==> src/rtl/btb_pkg.sv <==
// Shared defaults and types for the 2-way branch target buffer.
package btb_pkg;

    // Default geometry: 16-bit PCs, 8 sets of 2 ways.
    localparam int unsigned DEF_PC_W  = 16;
    localparam int unsigned DEF_IDX_W = 3;

    // Derived sizes for the default geometry.
    localparam int unsigned TAG_W    = DEF_PC_W - DEF_IDX_W - 1;
    localparam int unsigned NUM_SETS = 2 ** DEF_IDX_W;

    // One BTB entry at the default geometry.
    typedef struct packed {
        logic              valid;
        logic [TAG_W-1:0]  tag;
        logic [DEF_PC_W-1:0] target;
    } btb_entry_t;

    // One LRU bit per set at the default geometry.
    typedef logic [NUM_SETS-1:0] lru_vec_t;

endpackage

==> src/rtl/btb_way.sv <==
// One way of the BTB: valid/tag/target arrays with an asynchronous lookup port,
// an asynchronous probe of the update set, a synchronous write port and a clear-all.
module btb_way
    import btb_pkg::*;
#(
    parameter int unsigned PC_W  = DEF_PC_W,
    parameter int unsigned IDX_W = DEF_IDX_W,
    localparam int unsigned TagW    = PC_W - IDX_W - 1,
    localparam int unsigned NumSets = 2 ** IDX_W
) (
    input  logic             clk,
    input  logic             clear,
    // lookup port
    input  logic [IDX_W-1:0] rd_idx,
    input  logic [TagW-1:0]  rd_tag,
    output logic             rd_hit,
    output logic [PC_W-1:0]  rd_target,
    // update port
    input  logic             we,
    input  logic [IDX_W-1:0] wr_idx,
    input  logic [TagW-1:0]  wr_tag,
    input  logic [PC_W-1:0]  wr_target,
    output logic             wr_hit,
    output logic             wr_valid
);

    logic [NumSets-1:0] valid_q;
    logic [TagW-1:0]    tag_q    [NumSets];
    logic [PC_W-1:0]    target_q [NumSets];

    // Valid bits: cleared by reset/flush, set by a write.
    always_ff @(posedge clk) begin
        if (clear) begin
            valid_q <= '0;
        end else if (we) begin
            valid_q[wr_idx] <= 1'b1;
        end
    end

    // Tag and target storage is never reset; valid alone qualifies it.
    always_ff @(posedge clk) begin
        if (we && !clear) begin
            tag_q[wr_idx]    <= wr_tag;
            target_q[wr_idx] <= wr_target;
        end
    end

    // Lookup sees pre-edge contents only; there is no write bypass.
    always_comb begin
        rd_hit    = valid_q[rd_idx] && (tag_q[rd_idx] == rd_tag);
        rd_target = target_q[rd_idx];
    end

    // Probe of the update set used by the victim selection.
    always_comb begin
        wr_valid = valid_q[wr_idx];
        wr_hit   = valid_q[wr_idx] && (tag_q[wr_idx] == wr_tag);
    end

endmodule

==> src/rtl/btb_2way.sv <==
// 2-way set-associative branch target buffer with combinational lookup,
// synchronous update, per-set LRU replacement and flush.
module btb_2way
    import btb_pkg::*;
#(
    parameter int unsigned PC_W  = DEF_PC_W,
    parameter int unsigned IDX_W = DEF_IDX_W,
    localparam int unsigned TagW    = PC_W - IDX_W - 1,
    localparam int unsigned NumSets = 2 ** IDX_W
) (
    input  logic            clk,
    input  logic            rst,
    input  logic            enable,
    input  logic [PC_W-1:0] PC_curr,
    input  logic [PC_W-1:0] IF_ID_PC_curr,
    input  logic            wen,
    input  logic [PC_W-1:0] actual_target,
    input  logic            flush,
    output logic [PC_W-1:0] predicted_target,
    output logic            hit,
    output logic            hit_way
);

    logic [IDX_W-1:0] rd_idx;
    logic [TagW-1:0]  rd_tag;
    logic [IDX_W-1:0] wr_idx;
    logic [TagW-1:0]  wr_tag;

    // pc[0] is never used: PCs are word-aligned.
    logic unused_pc_lsb;
    assign unused_pc_lsb = PC_curr[0] ^ IF_ID_PC_curr[0];

    assign rd_idx = PC_curr[IDX_W:1];
    assign rd_tag = PC_curr[PC_W-1:IDX_W+1];
    assign wr_idx = IF_ID_PC_curr[IDX_W:1];
    assign wr_tag = IF_ID_PC_curr[PC_W-1:IDX_W+1];

    logic               clear;
    logic               upd;
    logic               victim;
    logic               we0;
    logic               we1;
    logic               rd_hit0;
    logic               rd_hit1;
    logic [PC_W-1:0]    rd_target0;
    logic [PC_W-1:0]    rd_target1;
    logic               wr_hit0;
    logic               wr_hit1;
    logic               wr_valid0;
    logic               wr_valid1;
    logic [NumSets-1:0] lru_q;

    // Flush is only honoured while enabled; reset always wins.
    assign clear = rst || (enable && flush);
    assign upd   = enable && wen && !flush && !rst;
    assign we0   = upd && (victim == 1'b0);
    assign we1   = upd && (victim == 1'b1);

    btb_way #(
        .PC_W  (PC_W),
        .IDX_W (IDX_W)
    ) u_way0 (
        .clk       (clk),
        .clear     (clear),
        .rd_idx    (rd_idx),
        .rd_tag    (rd_tag),
        .rd_hit    (rd_hit0),
        .rd_target (rd_target0),
        .we        (we0),
        .wr_idx    (wr_idx),
        .wr_tag    (wr_tag),
        .wr_target (actual_target),
        .wr_hit    (wr_hit0),
        .wr_valid  (wr_valid0)
    );

    btb_way #(
        .PC_W  (PC_W),
        .IDX_W (IDX_W)
    ) u_way1 (
        .clk       (clk),
        .clear     (clear),
        .rd_idx    (rd_idx),
        .rd_tag    (rd_tag),
        .rd_hit    (rd_hit1),
        .rd_target (rd_target1),
        .we        (we1),
        .wr_idx    (wr_idx),
        .wr_tag    (wr_tag),
        .wr_target (actual_target),
        .wr_hit    (wr_hit1),
        .wr_valid  (wr_valid1)
    );

    // Lookup result: at most one way can match, way0 checked first.
    always_comb begin
        hit              = rd_hit0 || rd_hit1;
        hit_way          = !rd_hit0 && rd_hit1;
        predicted_target = '0;
        if (rd_hit0) begin
            predicted_target = rd_target0;
        end else if (rd_hit1) begin
            predicted_target = rd_target1;
        end
    end

    // Victim: matching way, else first invalid way, else the set's LRU way.
    always_comb begin
        victim = lru_q[wr_idx];
        if (wr_hit0) begin
            victim = 1'b0;
        end else if (wr_hit1) begin
            victim = 1'b1;
        end else if (!wr_valid0) begin
            victim = 1'b0;
        end else if (!wr_valid1) begin
            victim = 1'b1;
        end
    end

    // LRU bits: lookup touch then update, so an update to the same set wins.
    always_ff @(posedge clk) begin
        if (clear) begin
            lru_q <= '0;
        end else if (enable) begin
            if (hit) begin
                lru_q[rd_idx] <= !hit_way;
            end
            if (upd) begin
                lru_q[wr_idx] <= !victim;
            end
        end
    end

    // The update rules never leave one tag valid in both ways of a set.
    always_ff @(posedge clk) begin
        if (!rst) begin
            assert (!(rd_hit0 && rd_hit1))
                else $error("btb_2way: tag valid in both ways");
        end
    end

endmodule

==> config.mk <==
export PLATFORM = sky130hd
export DESIGN_NAME = btb_2way
export DESIGN_NICKNAME = d
export VERILOG_FILES = /design/src/rtl/btb_pkg.sv /design/src/rtl/btb_way.sv /design/src/rtl/btb_2way.sv
export SDC_FILE = /design/constraint.sdc
export NUM_CORES = 1
export LEC_CHECK = 0
export ABC_CLOCK_PERIOD_IN_PS = 4700
export CAP_MARGIN = 20
export CELL_PAD_IN_SITES_DETAIL_PLACEMENT = 1
export CELL_PAD_IN_SITES_GLOBAL_PLACEMENT = 2
export CORE_MARGIN = 4
export CORE_UTILIZATION = 35
export CTS_CLUSTER_DIAMETER = 100
export DETAILED_ROUTE_END_ITERATION = 10
export PLACE_DENSITY = 0.72
export RECOVER_POWER = 25
export SYNTH_ARGS = -nofsm -noshare
export SYNTH_HDL_FRONTEND = slang
export SYNTH_HIERARCHICAL = 1
export SYNTH_SLANG_ARGS = --single-unit
==> constraint.sdc <==
create_clock -name clk -period 4.7 [get_ports clk]
set_clock_uncertainty 0.15 [all_clocks]
set_input_delay 0.47 -clock clk [delete_from_list [all_inputs] [get_ports clk]]
set_output_delay 0.47 -clock clk [all_outputs]
set_load 0.01 [all_outputs]
==> out/results.txt <==
The post-cts resize count is 0, and the data arrival time of the critical path is 3.80 ns. Of the total synthesized cell area, the portion taken by XOR and XNOR cells is 2.03%. The logs give 0 for the number of hold-slack violations in the final timing report and 46.1% for the max-slew headroom at the worst pin. For the internal power contribution, the log shows 6.96 mW.

The maximum clock frequency was 0.226 GHz. Global placer's final weighted congestion: 0.783. Classification of the worst setup path: reg -> out. The total overflow left after global routing is 0. The final core utilization is 42.3%. Across the run, the number of max-cap violations was 0.

The share of synthesized cell area in full adder, half adder and majority cells came out at 0%. At the pin with the least slew margin, the transition time is 0.808 ns. The number of antenna violations at the first check in global routing is 4, and the clock buffer count from CTS is 49.

In the global route stage, overall resource usage came out at 16.9%. After detailed routing, the number of vias per cell comes to 5.45. The post-synthesis cell type with the largest combined area was sky130_fd_sc_hd__edfxtp_1. For this run, asynchronously set or reset flops after synthesis account for 0%. Port buffering added 68 buffers. Dividing the final minimum period by the clock period gives 94.0%. The critical path data required time is 4.08 ns. The clock network burns 41.6% of the power.

The floorplan step defined a die boundary enclosing 0.0631 mm^2. The logs give 1.91 mW for the switching power and 0.0207 mm^2 for the synthesized area. The initial standard-cell utilization of the core was 35.6%; the max-slew violation total from the final report was 0.

Summing the areas of all compound-gate instances in the mapped netlist gives 3.42% of the synthesized area. The H-tree generated during clock tree synthesis spans 2 levels. The Yosys step of the flow raised 6 warnings.

A synthesized cell averages 19.0 um^2. Synthesis produced a netlist with a net count of 1,141. The class of the worst hold path is reg -> reg.

After detailed routing, the average wire length per cell comes to 26.4 um. The floorplan die width was 251 um; the switching share of total power was 21.5%. No sink is reached through more buffers than the 3 on the longest clock path.

The largest fanout of any net on the critical path came out at 17. Root buffer cell: sky130_fd_sc_hd__clkbuf_16. After detailed placement, the total cell area comes to 0.0231 mm^2. The region available for standard cell placement spans 0.0581 mm^2. The logs give 67.3% for the share of synthesized area occupied by flip-flops and latches and 839 for the number of DRC markers after the initial detailed-route iteration.

Entering global routing, the biggest net connects 40 pins. The worst path needs 4.42 ns of the cycle, external delays included. The final total power came out at 8.87 mW. After synthesis, the cell types taking the most area are sky130_fd_sc_hd__edfxtp_1, sky130_fd_sc_hd__mux4_2, sky130_fd_sc_hd__mux2i_1, sky130_fd_sc_hd__mux2_2, sky130_fd_sc_hd__dfxtp_1.

The logs give 44 for the unique cell type count in the Yosys netlist and 1,289 for the number of nets at the end of the flow. The tools report the number of clock sinks as 472. After routing the design area is 0.0246 mm^2. IR analysis of the VDD net gives a maximum drop of 0.000350 V. The commonest register cell after synthesis was sky130_fd_sc_hd__edfxtp_1. The ratio of total power to cell area is 361 mW/mm^2.

STA classifies the critical path endpoint as an output pin. For this run, the detailed router's first-pass iteration total came to 5. Compared with the post-synthesis result, the final layout area differs by 18.8%. The synthesized flop and latch total works out to 472. For this design the static power due to leakage is 8.08 nW. The I/O pin count is 71. The antenna violation net count after detailed routing came out at 0.

The number of global-route vias before repair was 12,000; the buffers inserted during post-CTS setup optimization was 0. The count of endpoints failing setup in the final report is 0. The later pin in the worst-skew pair is clocked with a latency of 0.59 ns.

After floorplanning, the core was divided into 88 placement rows. Setup repair after global routing left no endpoint under its margin. The count of vias placed by the detailed router is 11,100, and the wire length of the first global-routing pass is 80,100 um. Adding up every negative setup slack in the final design gives 0 ns. The hold buffer count at cts was 0. TritonCTS built the clock tree. The worst setup path is launched from a flop. The synthesized netlist devotes 3.55% of its cell area to simple gates. The share of total power dissipated in combinational logic is 6.5%.

For the half-perimeter wire length after detailed placement, the log shows 33,900 um. Of the cells placed in the final design, the portion with a size suffix greater than 1 is 28.1%. The clock-pin slew reported for the worst setup and hold paths after clock tree synthesis works out to 0.06 ns.

Synthesized instance count: 1,088. For this run, design rule violations remaining after detail routing come to 0. The run gives 0.337 ns as the worst hold-check slack.

The flow ran to the end, and the final reports show no timing, DRC or antenna violations. The floorplan step set the die height to 251 um. The number of flops mapped to enable cells by yosys is 448. The dominant combinational cell family by area after synthesis was multiplexers.

For this block, the routed nets add up to 53,700 um of wire. Summed over its instances, the top area cell type makes up 65.0% of the synthesized netlist area. The sequential fraction of design power is 51.9%.

Fraction of synthesized area in multiplexers: 21.8%.
[power by group through the flow]
stage / combinational (mW) / clock [mW] / sequential, mW
after floorplan: 0.349 / 0 / 4.70
after global placement: 0.577 / 0 / 4.70
after detailed placement: 0.587 / 0 / 4.70
after CTS: 0.590 / 3.78 / 4.61
after global routing: 0.624 / 3.97 / 4.61
final: 0.576 / 3.69 / 4.61
[cell usage in the layout (no fill, tap or decap), types with 11 or more instances in the layout]
cell                              instances
sky130_fd_sc_hd__edfxtp_1               448
sky130_fd_sc_hd__mux4_2                 124
sky130_fd_sc_hd__mux2i_1                 82
sky130_fd_sc_hd__buf_4                   58
sky130_fd_sc_hd__mux2_2                  56
sky130_fd_sc_hd__clkbuf_16               50
sky130_fd_sc_hd__clkdlybuf4s50_1         43
sky130_fd_sc_hd__nand2_1                 31
sky130_fd_sc_hd__buf_12                  28
sky130_fd_sc_hd__xor2_1                  26
sky130_fd_sc_hd__dfxtp_1                 24
sky130_fd_sc_hd__xnor2_1                 22
sky130_fd_sc_hd__nor2_1                  20
sky130_fd_sc_hd__clkbuf_1                19
sky130_fd_sc_hd__dlygate4sd3_1           19
sky130_fd_sc_hd__nand4_1                 18
sky130_fd_sc_hd__a22o_1                  17
sky130_fd_sc_hd__nand2b_1                17
sky130_fd_sc_hd__a21o_1                  16
sky130_fd_sc_hd__o22ai_1                 15
sky130_fd_sc_hd__nor2_4                  12
sky130_fd_sc_hd__nand3b_1                12
sky130_fd_sc_hd__clkinv_1                11
[kinds of logic after synthesis]
kind of cell | after synthesis
xor+xnor | 48
mux | 272
flops | 472
simple gates | 141
compound gates | 90
buf+inv | 65
[Yosys cell counts (all sizes together) (8+ instances only)]
cell type	instances
nand3b	12
xor2	26
mux2i	82
xnor2	22
buf	51
nand2b	17
a221oi	14
o22ai	15
clkbuf	9
nand4	18
nor3	8
nand2	31
mux2	56
a22o	17
edfxtp	448
dfxtp	24
a21o	16
nor2b	9
mux4	134
nor2	32
nand3	9
[sequential cells by signal, summed over array words and instances (netlist names)]
name and count:
u_way0/valid_q 8, u_way1/valid_q 8, u_way0/target_q 128, u_way1/tag_q 96, u_way1/target_q 128, lru_q 8, u_way0/tag_q 96
[routing by layer]
metal / vias up / track usage [%] / routed length (um)
met5: - / 0 / 27
met4: 4 / 3.58 / 843
met3: 58 / 3.18 / 2770
li1: 4808 / - / -
met2: 266 / 28.0 / 26000
met1: 5970 / 23.7 / 24000
[stage by stage]
stage,cells,worst slack (ns)
3_5_place_dp,1950,0.268
3_3_place_gp,1950,0.329
6_report,2036,0.283
5_1_grt,2035,0.0735
2_1_floorplan,1088,0.524
4_1_cts,2035,0.248
[path summary, 6_finish.rpt]
check | slack [ns] | cells after the start | end | from
setup / recovery | 0.28 | 10 | predicted_target[2] | u_way1/tag_q[7][7]
hold / removal | 0.34 | 1 | u_way0/valid_q[2] | u_way0/valid_q[2]
setup reg to reg | 0.91 | 9 | u_way0/target_q[1][14] | u_way0/tag_q[0][10]
hold reg to reg | 0.34 | 1 | u_way0/valid_q[2] | u_way0/valid_q[2]
[critical path: stages, from the launching register on]
cell and delay (ns):
sky130_fd_sc_hd__edfxtp_1 0.38, sky130_fd_sc_hd__mux4_2 0.48, sky130_fd_sc_hd__mux2i_1 0.34, sky130_fd_sc_hd__xnor2_1 0.11
sky130_fd_sc_hd__nor2_1 0.09, sky130_fd_sc_hd__nand4_1 0.17, sky130_fd_sc_hd__nor3_2 0.32, sky130_fd_sc_hd__nor2b_2 0.26
sky130_fd_sc_hd__buf_12 0.19, sky130_fd_sc_hd__a22o_1 0.24, sky130_fd_sc_hd__clkdlybuf4s50_1 0.61
[layout make-up]
cell class,instances,area [um^2]
diodes,1,2.50
inverters,5,18.8
well taps,765,957
fillers,5576,33500
clock inverters,20,173
repair buffers,157,1670
multi-input cells,551,6520
clock buffers,65,1330
flip-flops and latches,472,13900
Power figures use the tool's default switching activity.
